**src/rtl/image_xform_if.sv**
```systemverilog
// Controller / image-RAM bus of the image transform engine.
// The engine connects through the slave modport; the controller and the
// image RAMs (or a bench standing in for them) use the master modport.
interface image_xform_if #(
  parameter int IMG_W = 64,
  parameter int IMG_H = 64,
  parameter int CH_W  = 8
);
  localparam int RW = $clog2(IMG_H);
  localparam int CW = $clog2(IMG_W);
  localparam int PW = 3 * CH_W;

  logic          start;
  logic [1:0]    mode;
  logic [PW-1:0] pixel_in;
  logic [RW-1:0] row_sel;
  logic [CW-1:0] col_sel;
  logic          write_enable;
  logic [PW-1:0] pixel_out;
  logic          busy;
  logic          done;

  modport master (
    output start, mode, pixel_in,
    input  row_sel, col_sel, write_enable, pixel_out, busy, done
  );

  modport slave (
    input  start, mode, pixel_in,
    output row_sel, col_sel, write_enable, pixel_out, busy, done
  );
endinterface

```
**src/rtl/image_xform_engine.sv**
```systemverilog
// Image transform engine: vertical mirror, horizontal mirror, grayscale,
// or vertical mirror plus grayscale over an IMG_H x IMG_W image.
// The source is read through a 1-cycle-latency port and the destination is
// written through the same row/col address pair plus write_enable.
module image_xform_engine #(
  parameter int IMG_W          = 64,
  parameter int IMG_H          = 64,
  parameter int CH_W           = 8,
  parameter int GRAY_REPLICATE = 0
) (
  input logic          clk,
  input logic          rst_n,
  image_xform_if.slave xf
);
  localparam int RW = $clog2(IMG_H);
  localparam int CW = $clog2(IMG_W);
  localparam int PW = 3 * CH_W;

  localparam logic [RW-1:0] R_MAX  = RW'(IMG_H - 1);
  localparam logic [RW-1:0] R_HALF = RW'(IMG_H / 2 - 1);
  localparam logic [CW-1:0] C_MAX  = CW'(IMG_W - 1);
  localparam logic [CW-1:0] C_HALF = CW'(IMG_W / 2 - 1);
  localparam logic [RW-1:0] R_ONE  = RW'(1);
  localparam logic [CW-1:0] C_ONE  = CW'(1);

  localparam logic [1:0] MODE_V  = 2'b00;
  localparam logic [1:0] MODE_H  = 2'b01;
  localparam logic [1:0] MODE_G  = 2'b10;
  localparam logic [1:0] MODE_VG = 2'b11;

  typedef enum logic [3:0] {
    IDLE  = 4'd0,
    RD_A  = 4'd1,
    RD_B  = 4'd2,
    CAP_B = 4'd3,
    CMP   = 4'd4,
    WR_1  = 4'd5,
    WR_2  = 4'd6,
    G_RD  = 4'd7,
    G_CAP = 4'd8,
    G_CMP = 4'd9,
    G_WR  = 4'd10,
    FIN   = 4'd11
  } state_t;

  state_t        state_r;
  logic [1:0]    mode_r;
  logic [RW-1:0] r_r;
  logic [CW-1:0] c_r;
  logic [PW-1:0] a_r;
  logic [PW-1:0] b_r;
  logic [RW-1:0] row_r;
  logic [CW-1:0] col_r;
  logic          we_r;
  logic [PW-1:0] pix_out_r;
  logic          busy_r;
  logic          done_r;

  logic [RW-1:0] part_row_s;
  logic [CW-1:0] part_col_s;
  logic [RW-1:0] r_last_s;
  logic [CW-1:0] c_last_s;
  logic          col_wrap_s;
  logic          last_s;
  logic [RW-1:0] r_nxt_s;
  logic [CW-1:0] c_nxt_s;

  // Gray value of a pixel: average of the largest and smallest channel.
  // The sum is one bit wider than a channel so it cannot overflow; the
  // halving simply drops the low bit.
  function automatic logic [PW-1:0] gray_pix(input logic [PW-1:0] p);
    logic [CH_W-1:0] ch_r;
    logic [CH_W-1:0] ch_g;
    logic [CH_W-1:0] ch_b;
    logic [CH_W-1:0] mn;
    logic [CH_W-1:0] mx;
    logic [CH_W:0]   sum;
    logic [CH_W-1:0] avg;
    ch_r = p[PW-1:2*CH_W];
    ch_g = p[2*CH_W-1:CH_W];
    ch_b = p[CH_W-1:0];
    mn   = (ch_g < ch_r) ? ch_g : ch_r;
    mn   = (ch_b < mn)   ? ch_b : mn;
    mx   = (ch_g > ch_r) ? ch_g : ch_r;
    mx   = (ch_b > mx)   ? ch_b : mx;
    sum  = {1'b0, mx} + {1'b0, mn};
    avg  = sum[CH_W:1];
    if (GRAY_REPLICATE != 0) begin
      gray_pix = {avg, avg, avg};
    end else begin
      gray_pix = {{CH_W{1'b0}}, avg, {CH_W{1'b0}}};
    end
  endfunction

  // Mirror partner address, iteration limits and next counter value.
  always_comb begin
    part_row_s = r_r;
    part_col_s = c_r;
    r_last_s   = R_MAX;
    c_last_s   = C_MAX;
    case (mode_r)
      MODE_V, MODE_VG: begin
        part_row_s = R_MAX - r_r;
        r_last_s   = R_HALF;
      end
      MODE_H: begin
        part_col_s = C_MAX - c_r;
        c_last_s   = C_HALF;
      end
      MODE_G: begin
        part_row_s = r_r;
        part_col_s = c_r;
      end
      default: begin
        part_row_s = r_r;
        part_col_s = c_r;
      end
    endcase
    // End is detected on the last index so non-power-of-2 sizes work.
    col_wrap_s = (c_r == c_last_s);
    last_s     = col_wrap_s && (r_r == r_last_s);
    if (col_wrap_s) begin
      c_nxt_s = {CW{1'b0}};
      r_nxt_s = r_r + R_ONE;
    end else begin
      c_nxt_s = c_r + C_ONE;
      r_nxt_s = r_r;
    end
  end

  // Control FSM; every output is a register written here.
  always_ff @(posedge clk) begin
    if (!rst_n) begin
      state_r   <= IDLE;
      mode_r    <= 2'b00;
      r_r       <= {RW{1'b0}};
      c_r       <= {CW{1'b0}};
      a_r       <= {PW{1'b0}};
      b_r       <= {PW{1'b0}};
      row_r     <= {RW{1'b0}};
      col_r     <= {CW{1'b0}};
      we_r      <= 1'b0;
      pix_out_r <= {PW{1'b0}};
      busy_r    <= 1'b0;
      done_r    <= 1'b0;
    end else begin
      case (state_r)
        IDLE: begin
          we_r <= 1'b0;
          if (xf.start) begin
            mode_r  <= xf.mode;
            done_r  <= 1'b0;
            busy_r  <= 1'b1;
            r_r     <= {RW{1'b0}};
            c_r     <= {CW{1'b0}};
            row_r   <= {RW{1'b0}};
            col_r   <= {CW{1'b0}};
            state_r <= (xf.mode == MODE_G) ? G_RD : RD_A;
          end else begin
            state_r <= IDLE;
          end
        end
        RD_A: begin
          // Address of A is on the bus this cycle; move on to the partner.
          row_r   <= part_row_s;
          col_r   <= part_col_s;
          state_r <= RD_B;
        end
        RD_B: begin
          a_r     <= xf.pixel_in;
          state_r <= CAP_B;
        end
        CAP_B: begin
          b_r <= xf.pixel_in;
          if (mode_r == MODE_VG) begin
            state_r <= CMP;
          end else begin
            row_r     <= part_row_s;
            col_r     <= part_col_s;
            we_r      <= 1'b1;
            pix_out_r <= a_r;
            state_r   <= WR_1;
          end
        end
        CMP: begin
          a_r       <= gray_pix(a_r);
          b_r       <= gray_pix(b_r);
          row_r     <= part_row_s;
          col_r     <= part_col_s;
          we_r      <= 1'b1;
          pix_out_r <= gray_pix(a_r);
          state_r   <= WR_1;
        end
        WR_1: begin
          row_r     <= r_r;
          col_r     <= c_r;
          we_r      <= 1'b1;
          pix_out_r <= b_r;
          state_r   <= WR_2;
        end
        WR_2: begin
          we_r <= 1'b0;
          if (last_s) begin
            busy_r  <= 1'b0;
            done_r  <= 1'b1;
            state_r <= FIN;
          end else begin
            r_r     <= r_nxt_s;
            c_r     <= c_nxt_s;
            row_r   <= r_nxt_s;
            col_r   <= c_nxt_s;
            state_r <= RD_A;
          end
        end
        G_RD: begin
          state_r <= G_CAP;
        end
        G_CAP: begin
          a_r     <= xf.pixel_in;
          state_r <= G_CMP;
        end
        G_CMP: begin
          we_r      <= 1'b1;
          pix_out_r <= gray_pix(a_r);
          state_r   <= G_WR;
        end
        G_WR: begin
          we_r <= 1'b0;
          if (last_s) begin
            busy_r  <= 1'b0;
            done_r  <= 1'b1;
            state_r <= FIN;
          end else begin
            r_r     <= r_nxt_s;
            c_r     <= c_nxt_s;
            row_r   <= r_nxt_s;
            col_r   <= c_nxt_s;
            state_r <= G_RD;
          end
        end
        FIN: begin
          // A start seen here is deliberately not accepted.
          we_r    <= 1'b0;
          busy_r  <= 1'b0;
          done_r  <= 1'b1;
          state_r <= IDLE;
        end
        default: begin
          we_r    <= 1'b0;
          busy_r  <= 1'b0;
          state_r <= IDLE;
        end
      endcase
    end
  end

  assign xf.row_sel      = row_r;
  assign xf.col_sel      = col_r;
  assign xf.write_enable = we_r;
  assign xf.pixel_out    = pix_out_r;
  assign xf.busy         = busy_r;
  assign xf.done         = done_r;
endmodule

```
**src/flat_wrapper.sv**
```systemverilog
// flat-port wrapper written by rule: the top's interface ports become plain ports
module image_xform_engine_flat 
#(
  parameter int IMG_W          = 64,
  parameter int IMG_H          = 64,
  parameter int CH_W           = 8,
  parameter int GRAY_REPLICATE = 0
)
  (clk, rst_n, xf_start, xf_mode, xf_pixel_in, xf_row_sel, xf_col_sel, xf_write_enable, xf_pixel_out, xf_busy, xf_done);
  image_xform_if #(.IMG_W(IMG_W), .IMG_H(IMG_H), .CH_W(CH_W)) xf_i ();
  input logic clk;
  input logic rst_n;
  input wire logic [$bits(xf_i.start)-1:0] xf_start;
  input wire logic [$bits(xf_i.mode)-1:0] xf_mode;
  input wire logic [$bits(xf_i.pixel_in)-1:0] xf_pixel_in;
  output wire logic [$bits(xf_i.row_sel)-1:0] xf_row_sel;
  output wire logic [$bits(xf_i.col_sel)-1:0] xf_col_sel;
  output wire logic [$bits(xf_i.write_enable)-1:0] xf_write_enable;
  output wire logic [$bits(xf_i.pixel_out)-1:0] xf_pixel_out;
  output wire logic [$bits(xf_i.busy)-1:0] xf_busy;
  output wire logic [$bits(xf_i.done)-1:0] xf_done;
  assign xf_i.start = xf_start;
  assign xf_i.mode = xf_mode;
  assign xf_i.pixel_in = xf_pixel_in;
  assign xf_row_sel = xf_i.row_sel;
  assign xf_col_sel = xf_i.col_sel;
  assign xf_write_enable = xf_i.write_enable;
  assign xf_pixel_out = xf_i.pixel_out;
  assign xf_busy = xf_i.busy;
  assign xf_done = xf_i.done;
  image_xform_engine #(.IMG_W(IMG_W), .IMG_H(IMG_H), .CH_W(CH_W), .GRAY_REPLICATE(GRAY_REPLICATE)) u_core (.clk(clk), .rst_n(rst_n), .xf(xf_i));
endmodule
```
**config.mk**
```make
export PLATFORM = sky130hd
export DESIGN_NAME = image_xform_engine_flat
export DESIGN_NICKNAME = d
export VERILOG_FILES = /design/src/rtl/image_xform_if.sv /design/src/rtl/image_xform_engine.sv /design/src/flat_wrapper.sv
export SDC_FILE = /design/constraint.sdc
export NUM_CORES = 1
export LEC_CHECK = 0
export CAP_MARGIN = 20
export CELL_PAD_IN_SITES_DETAIL_PLACEMENT = 1
export CELL_PAD_IN_SITES_GLOBAL_PLACEMENT = 1
export CORE_UTILIZATION = 43
export DETAILED_ROUTE_END_ITERATION = 8
export PLACE_DENSITY = 0.77
export RECOVER_POWER = 100
export SETUP_SLACK_MARGIN = 0.05
export SLEW_MARGIN = 25
export SYNTH_ARGS = -nofsm -noshare
export SYNTH_HDL_FRONTEND = slang
export SYNTH_SLANG_ARGS = --single-unit
```
**constraint.sdc**
```tcl
create_clock -name clk -period 6 [get_ports clk]
set_input_delay 1.2 -clock clk [delete_from_list [all_inputs] [get_ports clk]]
set_output_delay 1.2 -clock clk [all_outputs]
set_load 0.1 [all_outputs]
```
After elaboration in Yosys (flattened, before gate mapping)

Index checks and enable logic that the tools add are counted.

Register bits: 105
Logic and storage cells: 113
Output and inout bits: 39
Input port bits: 29

Mux-type cells: 41
Magnitude comparators: 8
Reductions and logical operators: 24
Eq/ne operators: 20
Bitwise operators: 2
Add/subtract/negate cells: 6

Operators by type and width:

| kind                                           | number |
|---|---|
| one-hot mux 24 bit (2 select lines)            | 2 |
| one-hot mux 24 bit (3 select lines)            | 1 |
| 2-to-1 mux 6 bit                               | 11 |
| 2-to-1 mux 8 bit                               | 8 |
| one-hot mux 6 bit (5 select lines)             | 2 |
| one-hot mux 4 bit (11 select lines)            | 1 |
| > comparator 8 bit                             | 4 |
| less-than comparator 8 bit                     | 4 |
| 2-to-1 mux 24 bit                              | 1 |
| one-hot mux 6 bit (2 select lines)             | 2 |
| adder 8 x 8 -> 9 bit                           | 2 |
| == test 4 x 3 -> 1 bit (second input constant) | 4 |
| == test 4 bit (second input constant)          | 4 |
| adder 6 x 1 -> 6 bit (second input constant)   | 2 |
| == test 6 bit                                  | 2 |
| 2-to-1 mux 4 bit                               | 3 |
| subtractor 6 bit (first input constant)        | 2 |
| OR reduction 2 bit                             | 5 |
| one-hot mux 1 bit (3 select lines)             | 3 |
| AND reduction 3 bit                            | 3 |
| == test 4 x 2 -> 1 bit (second input constant) | 2 |
| OR reduction 8 bit                             | 1 |
| 2-to-1 mux 1 bit                               | 6 |
| inequality test 2 bit (second input constant)  | 3 |
| 16 further kinds                               | 23 |

Depth between registers and ports, before layout

Gate-level depths: netlist of run 1.

Depth after elaboration: 7
Mapped depth: 26
Mapped depth without buffers: 26

Worst setup path before layout of run 1

No wires, ideal clock.

Path kind: reg2reg
Start: register u_core.a_r[23]
End: register u_core.pix_out_r[15], in the netlist u_core.xf.pixel_out[15]
Period minus slack after synthesis: 5126 ps
Stages on the path, launching flop included: 25
Data arrival time: 4989 ps
Setup time: 138 ps
Buffers on the path: 1
Data required time: 5862 ps
Path slack: 874 ps
Cell sequence: dfxtp_1 inv_1 ha_1 nand4_1 or2_2 and2_1 nor2_2 mux2i_1 ha_1 a21o_1 a21oi_1 nand3_1 nand2_1 clkbuf_1 a21oi_1 fa_1 a21o_1 a21oi_1 o21ai_0 a21oi_1 nor2b_1 o21ai_0 nand2b_1 a222oi_1 a211oi_1

Longest elaborated chain between the ends: 6
Elaborated cells between the ends (all ways): 10
Classes of those cells: add/sub (1); order compare (4); mux (5)

Ends and longest elaborated chain:

| what                                                                    | line                                               | RTL |
|---|---|---|
| start, declared                                                         | image_xform_engine.sv:50                           | `logic [PW-1:0] a_r;` |
| start signal, assigned                                                  | image_xform_engine.sv:138                          | `a_r <= {PW{1'b0}};` |
| start signal, assigned                                                  | image_xform_engine.sv:170                          | `a_r <= xf.pixel_in;` |
| start signal, assigned                                                  | image_xform_engine.sv:186                          | `a_r <= gray_pix(a_r);` |
| > comparator 8 bit / less-than comparator 8 bit (equally long branches) | image_xform_engine.sv:84, image_xform_engine.sv:82 |  |
| 2-to-1 mux 8 bit (on tied branches)                                     | image_xform_engine.sv:84, image_xform_engine.sv:82 |  |
| > comparator 8 bit / less-than comparator 8 bit (equally long branches) | image_xform_engine.sv:85, image_xform_engine.sv:83 |  |
| 2-to-1 mux 8 bit (on tied branches)                                     | image_xform_engine.sv:85, image_xform_engine.sv:83 |  |
| adder 8 x 8 -> 9 bit (*)                                                | image_xform_engine.sv:86                           | `sum = {1'b0, mx} + {1'b0, mn};` |
| one-hot mux 24 bit (3 select lines) (*)                                 | image_xform_engine.sv:147                          | `case (state_r)` |
| end signal, assigned                                                    | image_xform_engine.sv:143                          | `pix_out_r <= {PW{1'b0}};` |
| end signal, assigned                                                    | image_xform_engine.sv:181                          | `pix_out_r <= a_r;` |
| end signal, assigned                                                    | image_xform_engine.sv:191                          | `pix_out_r <= gray_pix(a_r);` |
| end, declared                                                           | image_xform_engine.sv:55                           | `logic [PW-1:0] pix_out_r;` |

Every way passes the cells marked *; elsewhere a longest branch is shown, timed or not.
A chain may end at the register's enable or synchronous reset.

Worst setup path in the final report of run 1

Start: register u_core.a_r[21]
End: register u_core.pix_out_r[15], in the netlist u_core.xf.pixel_out[15]

The elaborated chain is that of the path after synthesis.

==> results of run 1 <==
==> layer usage <==
layer / track usage / share of wire / vias to the layer above
li1: - / - / 3501
met3: 0.0498 / 0.059 / 43
met5: 0 / 0 / -
met2: 0.478 / 0.44 / 238
met1: 0.423 / 0.47 / 3698
met4: 0.118 / 0.030 / 0
==> final cells by class <==
type	count	area, um^2	share of cell area
clock buffers	11	243	0.0288
clock inverters	5	47.5	0.00564
multi-input cells	748	4750	0.564
flip-flops and latches	105	2100	0.249
well taps	216	270	0.0321
inverters	30	113	0.0134
repair buffers	99	903	0.107
==> layout by cell type (no fill, tap or decap), types with 5 or more instances in the layout <==
master,count
a211oi_1,26
a21o_1,7
a21oi_1,123
a222oi_1,5
a22oi_1,32
a31oi_1,8
and2_1,6
buf_4,30
clkbuf_16,9
clkdlybuf4s50_1,26
dfxtp_1,104
dlygate4sd3_1,41
ha_1,64
inv_1,29
mux2i_1,28
nand2_1,119
nand2b_1,8
nand3_1,34
nand4_1,7
nor2_1,114
nor2b_1,9
nor3_1,8
o21ai_0,41
o311ai_0,6
or2_2,7
xnor2_1,7
xor2_1,7
==> worst max-delay path: stages, from the launching register on <==
cell	delay (ns)
dfxtp_2	0.41
inv_1	0.06
ha_1	0.29
a21oi_1	0.06
o21ai_0	0.45
or2_2	0.42
mux2i_1	0.31
ha_1	0.22
nand4_1	0.18
a211oi_1	0.31
nor2_1	0.11
nor3_1	0.22
a31oi_2	0.07
o211ai_2	0.28
inv_1	0.09
fa_1	0.41
a21o_1	0.18
a21oi_1	0.22
o21ai_0	0.19
a21oi_2	0.22
nor2b_1	0.06
o21ai_0	0.14
nand2b_1	0.11
a222oi_1	0.38
a211oi_1	0.12
==> flip-flops by register name (all words and copies together) (netlist names) <==
register and flops:
u_core.b_r 24, u_core.xf.busy 1, u_core.c_r 6, u_core.xf.pixel_out 24
u_core.xf.col_sel 6, u_core.xf.row_sel 6, u_core.state_r 4, u_core.a_r 24
u_core.xf.write_enable 1, u_core.r_r 6, u_core.mode_r 2, u_core.xf.done 1
==> per-stage QoR <==
| step | cells | setup slack [ns] | util | instance area [um^2] |
|---|---|---|---|---|
| 6_report | 1214 | 0.323 | 0.523 | 8430 |
| 3_3_place_gp | 1198 | 0.270 | 0.505 | 8130 |
| 5_1_grt | 1214 | -0.0318 | 0.523 | 8430 |
| 3_5_place_dp | 1198 | 0.104 | 0.505 | 8130 |
| 2_1_floorplan | 932 | 0.874 | - | 7180 |
| 4_1_cts | 1214 | 0.0627 | 0.523 | 8420 |
==> logic make-up (layout without fill, tap and decap cells) <==
group	Yosys count	after routing	share of synthesized area
buffers and inverters	79	145	0.0497
AOI/OAI and AO/OA	305	305	0.277
xor gates and xnor gates	14	14	0.0171
DFF	105	105	0.293
adders and majority gates	66	66	0.117
muxes	28	28	0.0390
and+or+nand+nor	335	335	0.207
==> final timing paths <==
path | start | cells after the start | to
min reg2reg | u_core.xf.col_sel[3] | 2 | u_core.xf.col_sel[3]
min | u_core.xf.col_sel[3] | 2 | u_core.xf.col_sel[3]
max reg2reg | u_core.a_r[21] | 24 | u_core.xf.pixel_out[15]
max | u_core.a_r[21] | 24 | u_core.xf.pixel_out[15]
==> results.cfg, run 1 <==
[global_route]
antenna_found_initial = 0
grt_max_degree = 50
grt_use_total = 0.307
grt_pass1_vias = 7487
grt-ovfl-total = 0
grt_pass1_wl_mm = 41.4

[sta]
tightest_slew_ns = 1.66
fin_crit_sh = 0.946
rsz0062_at_grt = true
relSlewSlack = -0.104
fin_tns_setup_ns = 0
finalWorstPathRequiredPeriod_ns = 5.68
maxSlewViolCount = 35
setup_viol = 0
max_freq_mhz = 176
fin_skew_ns = 0.0159
holdWs_ns = 0.453
final-hold-violation-count = 0

[synthesis]
yosysSeqAreaShare = 0.293
avgSynthCellArea_um2 = 7.70
ys_warn_count = 0
ys_ff_latch = 105
synth_area_leaders = dfxtp_1, ha_1, a21oi_1, nand2_1, nor2_1
synth_most_common_cell = a21oi_1
syn-num-nets = 1027
netlist_instances = 932
syn_area_mm2 = 0.00718
ys_types = 76
synthFlopType = dfxtp_1
yosysTopAreaCellShare = 0.293
synthArstFlopShare = 0
synth_edf_count = 0
synthTopCellsByCount = a21oi_1, nand2_1, nor2_1, dfxtp_1, ha_1
synth.largest_area_cell = dfxtp_1

[run_status]
status = finished, violations left
violations = max-capacitance violations, max-slew violations

[worst_setup_path]
crit_arrival_ns = 5.89
reg2reg_slack_ns = 0.32
path_class = register to register
end_kind = register
start_kind = register
cp_max_fo = 11
crit_required_ns = 6.21

[clock_tree]
clockBufferDepth = 2
post_cts_buffers = 0
cts_made_buffers = 9
htree_num_levels = 3
tritoncts = done
cts_root_buf = clkbuf_16
clk_latency_ns = 0.36
clock-sinks = 105
path_clk_slew_ns = 0.07
holdBufCountCts = 0
cts_resized = 0

[cells_and_area]
nets = 1088
n_fill_cell = 1990
drive_above_1_share = 0.0812
syn_to_final_growth_pct = 17.5
antenna_cells = 0

[die]
start_util = 0.445
dieArea_mm2 = 0.0172
io_pins = 68
fp.dieW_um = 131
die_h_um = 131
placementRows = 46
core-area_mm2 = 0.0161

[routing]
vias = 7480
first_pass_iters = 6
ant_nets = 0
drt_wl_total_mm = 26.1
drc = 0
post_drt_wl_per_cell_um = 21.5
drt-vias-per-instance = 6.16
drt_iter0_drc = 561

[place]
port_buffers = 67
routabilityCongestion = 0.955
dp_hpwl_mm = 19.7

[job]
drv_cap = 1

[hold_path]
hold_class = register to register
Power of run 1 is left out: the tool's default activity adds up to more than one toggle a clock period on the data nets, which glitch-free logic cannot reach.
==> inputs of run 2 (changes only) <==
Settings changed: MAX_ROUTING_LAYER from default to met4.
==> results.cfg, run 2 (synthesis results as in run 1) <==
[routing]
drc = 0
drt_iter0_drc = 548
drt-vias-per-instance = 6.00
ant_nets = 0
drt_wl_total_mm = 25.0
post_drt_wl_per_cell_um = 20.6
vias = 7295
first_pass_iters = 5

[worst_setup_path]
start_kind = register
path_class = register to register
crit_required_ns = 6.16
cp_slowest_stage_delay_ns = 0.58
crit_arrival_ns = 5.72
worstPathCellList = inv_1, ha_1, and4_1, nand2_2, and2_4, a31oi_2, mux2i_1, ha_1, nor2b_1, o21ai_1, a31oi_1, o2bb2ai_2, o2bb2a_2, o221ai_1, nor2_1, fa_1, a21o_1, a21o_1, a21o_1, a21oi_1, nor2b_1, o21ai_0, a221oi_1
crit_slowest_cell = a31oi_2
end_kind = register
path_common_cell = a21o_1
cp_max_fo = 11
reg2regPathDepth = 23

[sta]
holdWs_ns = 0.456
fin_skew_ns = 0.00800
maxSlewViolCount = 38
fin_tns_setup_ns = 0
max_freq_mhz = 180
rsz0062_at_grt = false
setup_viol = 0
final-hold-violation-count = 0
finalWorstPathRequiredPeriod_ns = 5.56
fin_crit_sh = 0.927
tightest_slew_ns = 1.77
relSlewSlack = -0.178

[cells_and_area]
final_cell_area_mm2 = 0.00838
stdcell_count = 1216
nets = 1089
final_common_cell = a21oi_1
syn_to_final_growth_pct = 16.8
layout_common_cells = a21oi_1, nand2_1, nor2_1
n_fill_cell = 2001
drive_above_1_share = 0.0751

[hold_path]
hold_class = register to register
hold_depth = 2

[place]
port_buffers = 67
routabilityCongestion = 0.927
dp_hpwl_mm = 19.2
place_area_mm2 = 0.00814
dp_cells = 1199

[clock_tree]
cts_root_buf = clkbuf_16
clk_latency_ns = 0.37
clock-sinks = 105
tritoncts = done
cts_made_buffers = 9
htree_num_levels = 3
holdBufCountCts = 0
path_clk_slew_ns = 0.08
clockBufferDepth = 2

[global_route]
grt_pass1_wl_mm = 39.8
grt_pass1_vias = 7156
grt_max_degree = 41
grt-ovfl-total = 0
grt_use_total = 0.302
antenna_found_initial = 1

[die]
start_util = 0.445
placementRows = 46
die_h_um = 131
core-area_mm2 = 0.0161
dieArea_mm2 = 0.0172
fp.dieW_um = 131
io_pins = 68

[run_status]
violations = max-capacitance violations, max-slew violations
status = finished, violations left

[job]
drv_cap = 1
[run 2: final timing paths]
check                                     startpoint                   end  slack, ns
worst min register to register  u_core.xf.col_sel[3]  u_core.xf.col_sel[3]       0.46
worst max-delay path                   u_core.b_r[8]        u_core.b_r[15]       0.44
worst min-delay path            u_core.xf.col_sel[3]  u_core.xf.col_sel[3]       0.46
worst max register to register         u_core.b_r[8]        u_core.b_r[15]       0.44
[run 2: repair_timing]
| item | 4_1_cts | 5_1_grt |
|---|---|---|
| resized for setup | 0 | 3 |
| endpoints found under the setup margin | 0 | 3 |
| buffers inserted | 0 | 0 |
[run 2: through the flow]
stage,worst slack [ns],utilization
2_1_floorplan,0.874,-
3_3_place_gp,0.577,0.505
3_5_place_dp,0.374,0.505
4_1_cts,0.320,0.523
5_1_grt,0.0301,0.520
6_report,0.440,0.520
[run 2: area by class of cell]
type	count	area [um^2]	area share
Multi-Input combinational cell	748	4700	0.560
Sequential cell	105	2100	0.251
Timing Repair Buffer	100	911	0.109
Tap cell	216	270	0.0322
Clock buffer	9	225	0.0269
Inverter	30	113	0.0134
Clock inverter	7	61.3	0.00732
Antenna cell	1	2.50	0.000299
[run 2: per-layer routing]
layer | vias up | track usage | share of wire
met5 | - | - | 0
met4 | 0 | 0.0830 | 0.019
met3 | 35 | 0.0548 | 0.052
met2 | 197 | 0.447 | 0.44
met1 | 3561 | 0.420 | 0.49
li1 | 3502 | - | -
[run 2: critical path: cells and delay by family, from the launching register on]
kind | cells | cell delay, ns
AOI/OAI and AO/OA | 12 | 2.62
adders and majority gates | 3 | 1.01
and+or+nand+nor | 6 | 0.74
DFF | 1 | 0.47
muxes | 1 | 0.38
buffers and inverters | 1 | 0.11
Power of run 2 is left out for the same reason.
==> inputs of run 3 (changes only) <==
Settings changed: ABC_CLOCK_PERIOD_IN_PS from default to 6000.
==> results of run 3 <==
Same layout as run 2: the final DEF is identical, and so are final timing and power.
Power of run 3 is left out for the same reason.
